File: src/rtl/alu_pkg.sv
// rtl/alu_pkg.sv - opcode, flag-bit and FSM-state definitions shared by seq_alu
package alu_pkg;
   localparam logic [7:0] OP_ADD  = 8'h01;
   localparam logic [7:0] OP_SUB  = 8'h02;
   localparam logic [7:0] OP_MUL  = 8'h03;
   localparam logic [7:0] OP_DIV  = 8'h04;
   localparam logic [7:0] OP_REM  = 8'h05;
   localparam logic [7:0] OP_AND  = 8'h06;
   localparam logic [7:0] OP_OR   = 8'h07;
   localparam logic [7:0] OP_XOR  = 8'h08;
   localparam logic [7:0] OP_NAND = 8'h09;
   localparam logic [7:0] OP_NOR  = 8'h0A;
   localparam logic [7:0] OP_XNOR = 8'h0B;
   localparam logic [7:0] OP_NOT  = 8'h0C;
   localparam logic [7:0] OP_SHL  = 8'h0D;
   localparam logic [7:0] OP_SHR  = 8'h0E;
   localparam logic [7:0] OP_CMP  = 8'h0F;

   localparam int FLG_Z  = 0;
   localparam int FLG_C  = 1;
   localparam int FLG_S  = 2;
   localparam int FLG_P  = 3;
   localparam int FLG_O  = 6;
   localparam int FLG_DZ = 7;

   typedef enum logic [1:0] {
      ST_IDLE = 2'd0,
      ST_BUSY = 2'd1,
      ST_DONE = 2'd2
   } state_t;
endpackage

File: src/rtl/alu_iter_muldiv.sv
// rtl/alu_iter_muldiv.sv - iterative shift-add multiplier / restoring divider, one step per clock
// The first step runs on the start edge from the raw operands, so WIDTH steps finish WIDTH-1 edges later.
module alu_iter_muldiv #(
   parameter int WIDTH = 8
) (
   input  logic             clk,
   input  logic             rst_n,
   input  logic             start,
   input  logic             div_mode,
   input  logic [WIDTH-1:0] a,
   input  logic [WIDTH-1:0] b,
   output logic             done,
   output logic [WIDTH-1:0] nxt_hi,
   output logic [WIDTH-1:0] nxt_lo
);
   localparam int CW = $clog2(WIDTH + 1);

   logic [WIDTH-1:0] hi_r, lo_r, opnd_r;
   logic             mode_r;
   logic [CW-1:0]    cnt_r;

   logic             running;
   logic             cur_mode;
   logic [WIDTH-1:0] cur_hi, cur_lo, cur_opnd;
   logic [WIDTH:0]   sum, shifted;
   logic [WIDTH-1:0] diff;

   assign running  = (cnt_r != '0);
   assign done     = running && (cnt_r == CW'(1));
   assign cur_mode = start ? div_mode : mode_r;
   assign cur_hi   = start ? '0 : hi_r;
   assign cur_lo   = start ? (div_mode ? a : b) : lo_r;
   assign cur_opnd = start ? (div_mode ? b : a) : opnd_r;

   // Multiply: hi:lo is partial product : remaining multiplier bits.
   // Divide: hi:lo is partial remainder : dividend bits shifting into quotient.
   always_comb begin
      sum     = {1'b0, cur_hi} + {1'b0, cur_opnd};
      shifted = {cur_hi, cur_lo[WIDTH-1]};
      diff    = shifted[WIDTH-1:0] - cur_opnd;
      nxt_hi  = cur_hi;
      nxt_lo  = cur_lo;
      if (cur_mode) begin
         if (shifted >= {1'b0, cur_opnd}) begin
            nxt_hi = diff;
            nxt_lo = {cur_lo[WIDTH-2:0], 1'b1};
         end else begin
            nxt_hi = shifted[WIDTH-1:0];
            nxt_lo = {cur_lo[WIDTH-2:0], 1'b0};
         end
      end else if (cur_lo[0]) begin
         {nxt_hi, nxt_lo} = {sum, cur_lo[WIDTH-1:1]};
      end else begin
         {nxt_hi, nxt_lo} = {1'b0, cur_hi, cur_lo[WIDTH-1:1]};
      end
   end

   always_ff @(posedge clk or negedge rst_n) begin
      if (!rst_n) begin
         hi_r   <= '0;
         lo_r   <= '0;
         opnd_r <= '0;
         mode_r <= 1'b0;
         cnt_r  <= '0;
      end else if (start || running) begin
         hi_r   <= nxt_hi;
         lo_r   <= nxt_lo;
         opnd_r <= cur_opnd;
         mode_r <= cur_mode;
         cnt_r  <= start ? CW'(WIDTH - 1) : cnt_r - CW'(1);
      end
   end
endmodule

File: src/rtl/seq_alu.sv
// rtl/seq_alu.sv - registered handshake ALU with iterative mul/div/rem
// Optional X_hi output (high product half / companion div result) enabled by ALU_WIDE_RESULT_EN.
module seq_alu
   import alu_pkg::*;
#(
   parameter int  WIDTH = 8,
   localparam int SHW   = $clog2(WIDTH)
) (
   input  logic             clk,
   input  logic             rst_n,
   input  logic             in_valid,
   output logic             in_ready,
   input  logic [7:0]       Selector,
   input  logic [WIDTH-1:0] A,
   input  logic [WIDTH-1:0] B,
   output logic             out_valid,
   input  logic             out_ready,
   output logic [WIDTH-1:0] X,
   output logic [7:0]       Flags
`ifdef ALU_WIDE_RESULT_EN
   ,
   output logic [WIDTH-1:0] X_hi
`endif
);
   state_t           state, state_nxt;
   logic [7:0]       op_r, op;
   logic             bz_r;
   logic             accept, is_md, md_done;
   logic [WIDTH-1:0] md_hi, md_lo;
   logic [WIDTH-1:0] res_x;
   logic             res_c, res_o, res_dz;
   logic [7:0]       res_f;
   logic [SHW-1:0]   sh;

   assign accept = (state == ST_IDLE) && in_valid;
   assign is_md  = (Selector == OP_MUL) || (Selector == OP_DIV) || (Selector == OP_REM);
   assign op     = (state == ST_BUSY) ? op_r : Selector;
   assign sh     = B[SHW-1:0];

   alu_iter_muldiv #(.WIDTH(WIDTH)) u_muldiv (
      .clk      (clk),
      .rst_n    (rst_n),
      .start    (accept && is_md),
      .div_mode (Selector != OP_MUL),
      .a        (A),
      .b        (B),
      .done     (md_done),
      .nxt_hi   (md_hi),
      .nxt_lo   (md_lo)
   );

   always_comb begin
      state_nxt = state;
      in_ready  = 1'b0;
      out_valid = 1'b0;
      case (state)
         ST_IDLE: begin
            in_ready = 1'b1;
            if (in_valid) state_nxt = is_md ? ST_BUSY : ST_DONE;
         end
         ST_BUSY: if (md_done) state_nxt = ST_DONE;
         ST_DONE: begin
            out_valid = 1'b1;
            if (out_ready) state_nxt = ST_IDLE;
         end
         default: state_nxt = ST_IDLE;
      endcase
   end

   always_comb begin
      res_x  = '0;
      res_c  = 1'b0;
      res_o  = 1'b0;
      res_dz = 1'b0;
      case (op)
         OP_ADD: begin
            {res_c, res_x} = {1'b0, A} + {1'b0, B};
            res_o = (A[WIDTH-1] == B[WIDTH-1]) && (res_x[WIDTH-1] != A[WIDTH-1]);
         end
         OP_SUB: begin
            {res_c, res_x} = {1'b0, A} - {1'b0, B};
            res_o = (A[WIDTH-1] != B[WIDTH-1]) && (res_x[WIDTH-1] != A[WIDTH-1]);
         end
         OP_MUL: begin
            res_x = md_lo;
            res_c = |md_hi;
            res_o = |md_hi;
         end
         OP_DIV: begin
            res_x  = md_lo;
            res_dz = bz_r;
         end
         OP_REM: begin
            res_x  = md_hi;
            res_dz = bz_r;
         end
         OP_AND:  res_x = A & B;
         OP_OR:   res_x = A | B;
         OP_XOR:  res_x = A ^ B;
         OP_NAND: res_x = ~(A & B);
         OP_NOR:  res_x = ~(A | B);
         OP_XNOR: res_x = ~(A ^ B);
         OP_NOT:  res_x = ~A;
         // The extra guard bit catches the last bit shifted out; it stays 0 for a zero shift.
         OP_SHL:  {res_c, res_x} = {1'b0, A} << sh;
         OP_SHR:  {res_x, res_c} = {A, 1'b0} >> sh;
         OP_CMP: begin
            res_x[0] = (A == B);
            res_x[1] = (A > B);
            res_x[2] = (A < B);
         end
         default: ;
      endcase

      res_f = '0;
      if (op >= OP_ADD && op <= OP_SHR) begin
         res_f[FLG_Z]  = (res_x == '0);
         res_f[FLG_C]  = res_c;
         res_f[FLG_S]  = res_x[WIDTH-1];
         res_f[FLG_P]  = ~^res_x;
         res_f[FLG_O]  = res_o;
         res_f[FLG_DZ] = res_dz;
      end else if (op == OP_CMP) begin
         res_f[2:0] = res_x[2:0];
      end
   end

`ifdef ALU_WIDE_RESULT_EN
   logic [WIDTH-1:0] res_hi;

   always_comb begin
      res_hi = '0;
      case (op)
         OP_MUL:  res_hi = md_hi;
         OP_DIV:  res_hi = md_hi;
         OP_REM:  res_hi = md_lo;
         default: res_hi = '0;
      endcase
   end

   always_ff @(posedge clk or negedge rst_n) begin
      if (!rst_n) X_hi <= '0;
      else if ((accept && !is_md) || md_done) X_hi <= res_hi;
   end
`endif

   always_ff @(posedge clk or negedge rst_n) begin
      if (!rst_n) begin
         state <= ST_IDLE;
         op_r  <= '0;
         bz_r  <= 1'b0;
         X     <= '0;
         Flags <= '0;
      end else begin
         state <= state_nxt;
         if (accept) begin
            op_r <= Selector;
            bz_r <= (B == '0);
         end
         if ((accept && !is_md) || md_done) begin
            X     <= res_x;
            Flags <= res_f;
         end
      end
   end
endmodule
File: config.mk
export PLATFORM = sky130hd
export DESIGN_NAME = seq_alu
export DESIGN_NICKNAME = d
export VERILOG_FILES = /design/src/rtl/alu_pkg.sv /design/src/rtl/alu_iter_muldiv.sv /design/src/rtl/seq_alu.sv
export SDC_FILE = /design/constraint.sdc
export NUM_CORES = 1
export LEC_CHECK = 0
export ABC_AREA = 1
export ABC_CLOCK_PERIOD_IN_PS = 7720
export BUFFER_PORTS_ARGS = -buffer_cell sky130_fd_sc_hd__buf_2
export CAP_MARGIN = 20
export CORE_MARGIN = 2
export CORE_UTILIZATION = 30
export CTS_BUF_LIST = sky130_fd_sc_hd__clkbuf_8
export DETAILED_ROUTE_END_ITERATION = 10
export GPL_ROUTABILITY_DRIVEN = 0
export PLACE_DENSITY_LB_ADDON = 0.08
export SYNTH_ARGS = -nofsm -noshare
export SYNTH_HDL_FRONTEND = slang
export SYNTH_HIERARCHICAL = 1
export SYNTH_SLANG_ARGS = --single-unit
File: constraint.sdc
create_clock -name clk -period 7.72 [get_ports clk]
set_input_delay 0.386 -clock clk [delete_from_list [all_inputs] [get_ports clk]]
set_output_delay 0.386 -clock clk [all_outputs]
set_load 0.01 [all_outputs]
==> metrics.cfg <==
[synthesis]
avgSynthCellArea_sq_um=6.26
ys.flop_type=dfrtp_1
synth_cells=1049
ys_seq_area_frac=0.206
ys_warn_count=6
ys_types=52
synth_area_sq_um=6560
synth_edf_count=0
async_reset_ff_frac=1.00
ys_ff_latch=54

[global_route]
grt_pass1_vias=6457
antenna_found_initial=0
grt_pass1_wl_mm=38.4
grt_start_max_net_pins=55
overflow=0
grt_usage=0.212

[power]
pwr-share-clk=0.111
power_density_nw_per_um2=241
power_switching_uw=915
pwr-share-seq=0.252
p_leak_nw=3.77
comb_power_share=0.637
intPower_uw=795
ir_worst_vdd_mv=0.152
swShare=0.535

[routing]
dr.first_iter.drc_count=510
wl_per_cell_um=17.8
vias_per_cell=4.97
drt_wl_total_mm=24.2
first_pass_iters=4
postRouteAntennaNets=0
drc=0
vias=6745

[timing]
skew_ns=0.0205
setup_viol=0
tns_ns=0
fmax_ghz=0.179
grt_setup_unrepaired=no
fin_crit_sh=0.722
period_minus_slack_ns=5.58
tightestPinTransition_ns=0.799
slew_headroom=0.467
drv_slew=0
worst_slack_ns=2.14
finalHoldViolations=0
whs_ns=0.164

[final_layout]
post-route-util=0.327
finalNetCount=1155
syn_to_final_growth_pct=7.85
final_cell_mix=nand2_1 (314), inv_1 (139), nand3_1 (99), nor2_1 (84), o21ai_0 (60)
diodes=0
drive_above_1_share=0.120
final_common_cell=nand2_1

[clock_tree]
cts.sinks=54
insertion_delay_ns=0.35
cts_resized=0
clock_path_buffers=2
htreeDepth=2
cts_tree=built
hold_buffers=0
numCtsBuffers=5
clock_tree.root_cell=clkbuf_8
cts_setup_buffers=0
path_clk_slew_ns=0.13

[worst_setup_path]
cpMostUsedCell=nand2_1
endpoint_kind=flip-flop
critical_path_class=reg -> reg
crit_arrival_ns=5.84
timing.rr.start=state[0]
r2r_end=Flags[3]
ff2ff_path_depth=31
start_kind=flip-flop
slowest_delay_ns=0.57
critical_path_peak_fanout=17
required_ns=7.98
critPathSlowestCell=dfrtp_1
rrSetupSlack_ns=2.14

[placement]
dp_slack_ns=1.96
hpwl_mm=19.6
io_buffers=43

[die]
die_x_um=152
die-area_sq_um=23100
start_util=0.304
pin_count=46
row_count=54
core_area_sq_um=21600
die_y_um=152

[flow_run]
maxCapViolCount=0

[run_status]
status=complete, no violations

[min_path]
hp-class=in -> async

[critical path: cells and delay by family, from the launching register on]
family	cells	cell delay, ns
xor gates and xnor gates	2	0.33
buffers and inverters	4	0.63
AOI/OAI and AO/OA	4	0.45
DFF	1	0.57
adders and majority gates	2	0.68
and+or+nand+nor	19	2.80
[power groups by stage]
stage               clock network [mW]  registers (mW)  logic (mW)
finish                           0.189           0.431        1.09
global route                     0.213           0.442        1.24
CTS                              0.198           0.430        1.09
detailed placement                   0           0.434        1.09
global placement                     0           0.436        1.11
floorplan                            0           0.429       0.784
[layer usage]
layer	track usage	routed length (um)	vias to the layer above
met5	0	0	-
met4	0.0467	403	0
met3	0.0277	1050	21
met2	0.330	10800	157
met1	0.311	12000	3125
li1	-	-	3442
[layout make-up]
class	instances	area [sq um]
Sequential cell	54	1350
Tap cell	280	350
Clock buffer	5	68.8
Multi-Input combinational cell	815	4460
Inverter	153	579
Clock inverter	3	28.8
Timing Repair Buffer	47	245
Fill cell	2452	14500
[worst max-delay path by stage]
stage,start,end,slack [ns],depth (start not counted)
2_1_floorplan,state[0],Flags[3],3.17,35
3_3_place_gp,Selector[7],Flags[3],1.99,36
3_5_place_dp,Selector[7],Flags[3],1.96,36
4_1_cts,state[0],Flags[3],2.09,31
5_1_grt,state[0],Flags[3],1.45,29
6_report,state[0],Flags[3],2.14,31
[per-stage QoR]
stage / power (mW) / std cells / area, sq um
after floorplan: 1.21 / 1050 / 6570
after global placement: 1.54 / 1349 / 6980
after detailed placement: 1.52 / 1349 / 6980
after CTS: 1.72 / 1357 / 7080
after global routing: 1.89 / 1357 / 7080
final: 1.71 / 1357 / 7080
[sequential cells by signal (all words and copies together) (netlist names)]
| signal | cells |
|---|---|
| state | 2 |
| bz_r | 1 |
| u_muldiv/mode_r | 1 |
| u_muldiv/hi_r | 8 |
| u_muldiv/cnt_r | 4 |
| Flags | 6 |
| op_r | 8 |
| u_muldiv/opnd_r | 8 |
| u_muldiv/lo_r | 8 |
| X | 8 |
[logic make-up (layout without fill, tap and decap cells)]
| kind of cell | after synthesis | in the layout | share of synthesized area |
|---|---|---|---|
| DFF | 54 | 54 | 0.206 |
| buffers and inverters | 181 | 208 | 0.116 |
| AOI/OAI and AO/OA | 153 | 153 | 0.136 |
| muxes | 5 | 5 | 0.00763 |
| xor gates and xnor gates | 13 | 13 | 0.0173 |
| adders and majority gates | 51 | 51 | 0.102 |
| other | 1 | 2 | 0.000571 |
| and+or+nand+nor | 591 | 591 | 0.414 |
[synth_stat cells (5+ instances only)]
cell,number,share of area
a31oi_1,5,0.0048
nand3b_1,6,0.0069
nand2_4,10,0.017
nor2_4,7,0.012
o21ai_1,12,0.0092
buf_6,5,0.0086
nand4_1,17,0.016
ha_1,47,0.090
nand2_1,314,0.18
o211ai_1,7,0.0080
nor2_2,9,0.0086
inv_2,12,0.0069
nor2_1,85,0.049
nand2_2,12,0.011
clkbuf_1,5,0.0029
buf_2,8,0.0061
mux2i_1,5,0.0076
nor3_1,11,0.0084
inv_1,139,0.079
xor2_1,9,0.012
nand3_1,99,0.075
a21oi_1,31,0.024
o22ai_1,14,0.013
o21ai_0,60,0.046
dfrtp_1,54,0.21
or2_2,6,0.0057
buf_4,8,0.0092
Note: power is estimated with default switching activity, not from simulation.
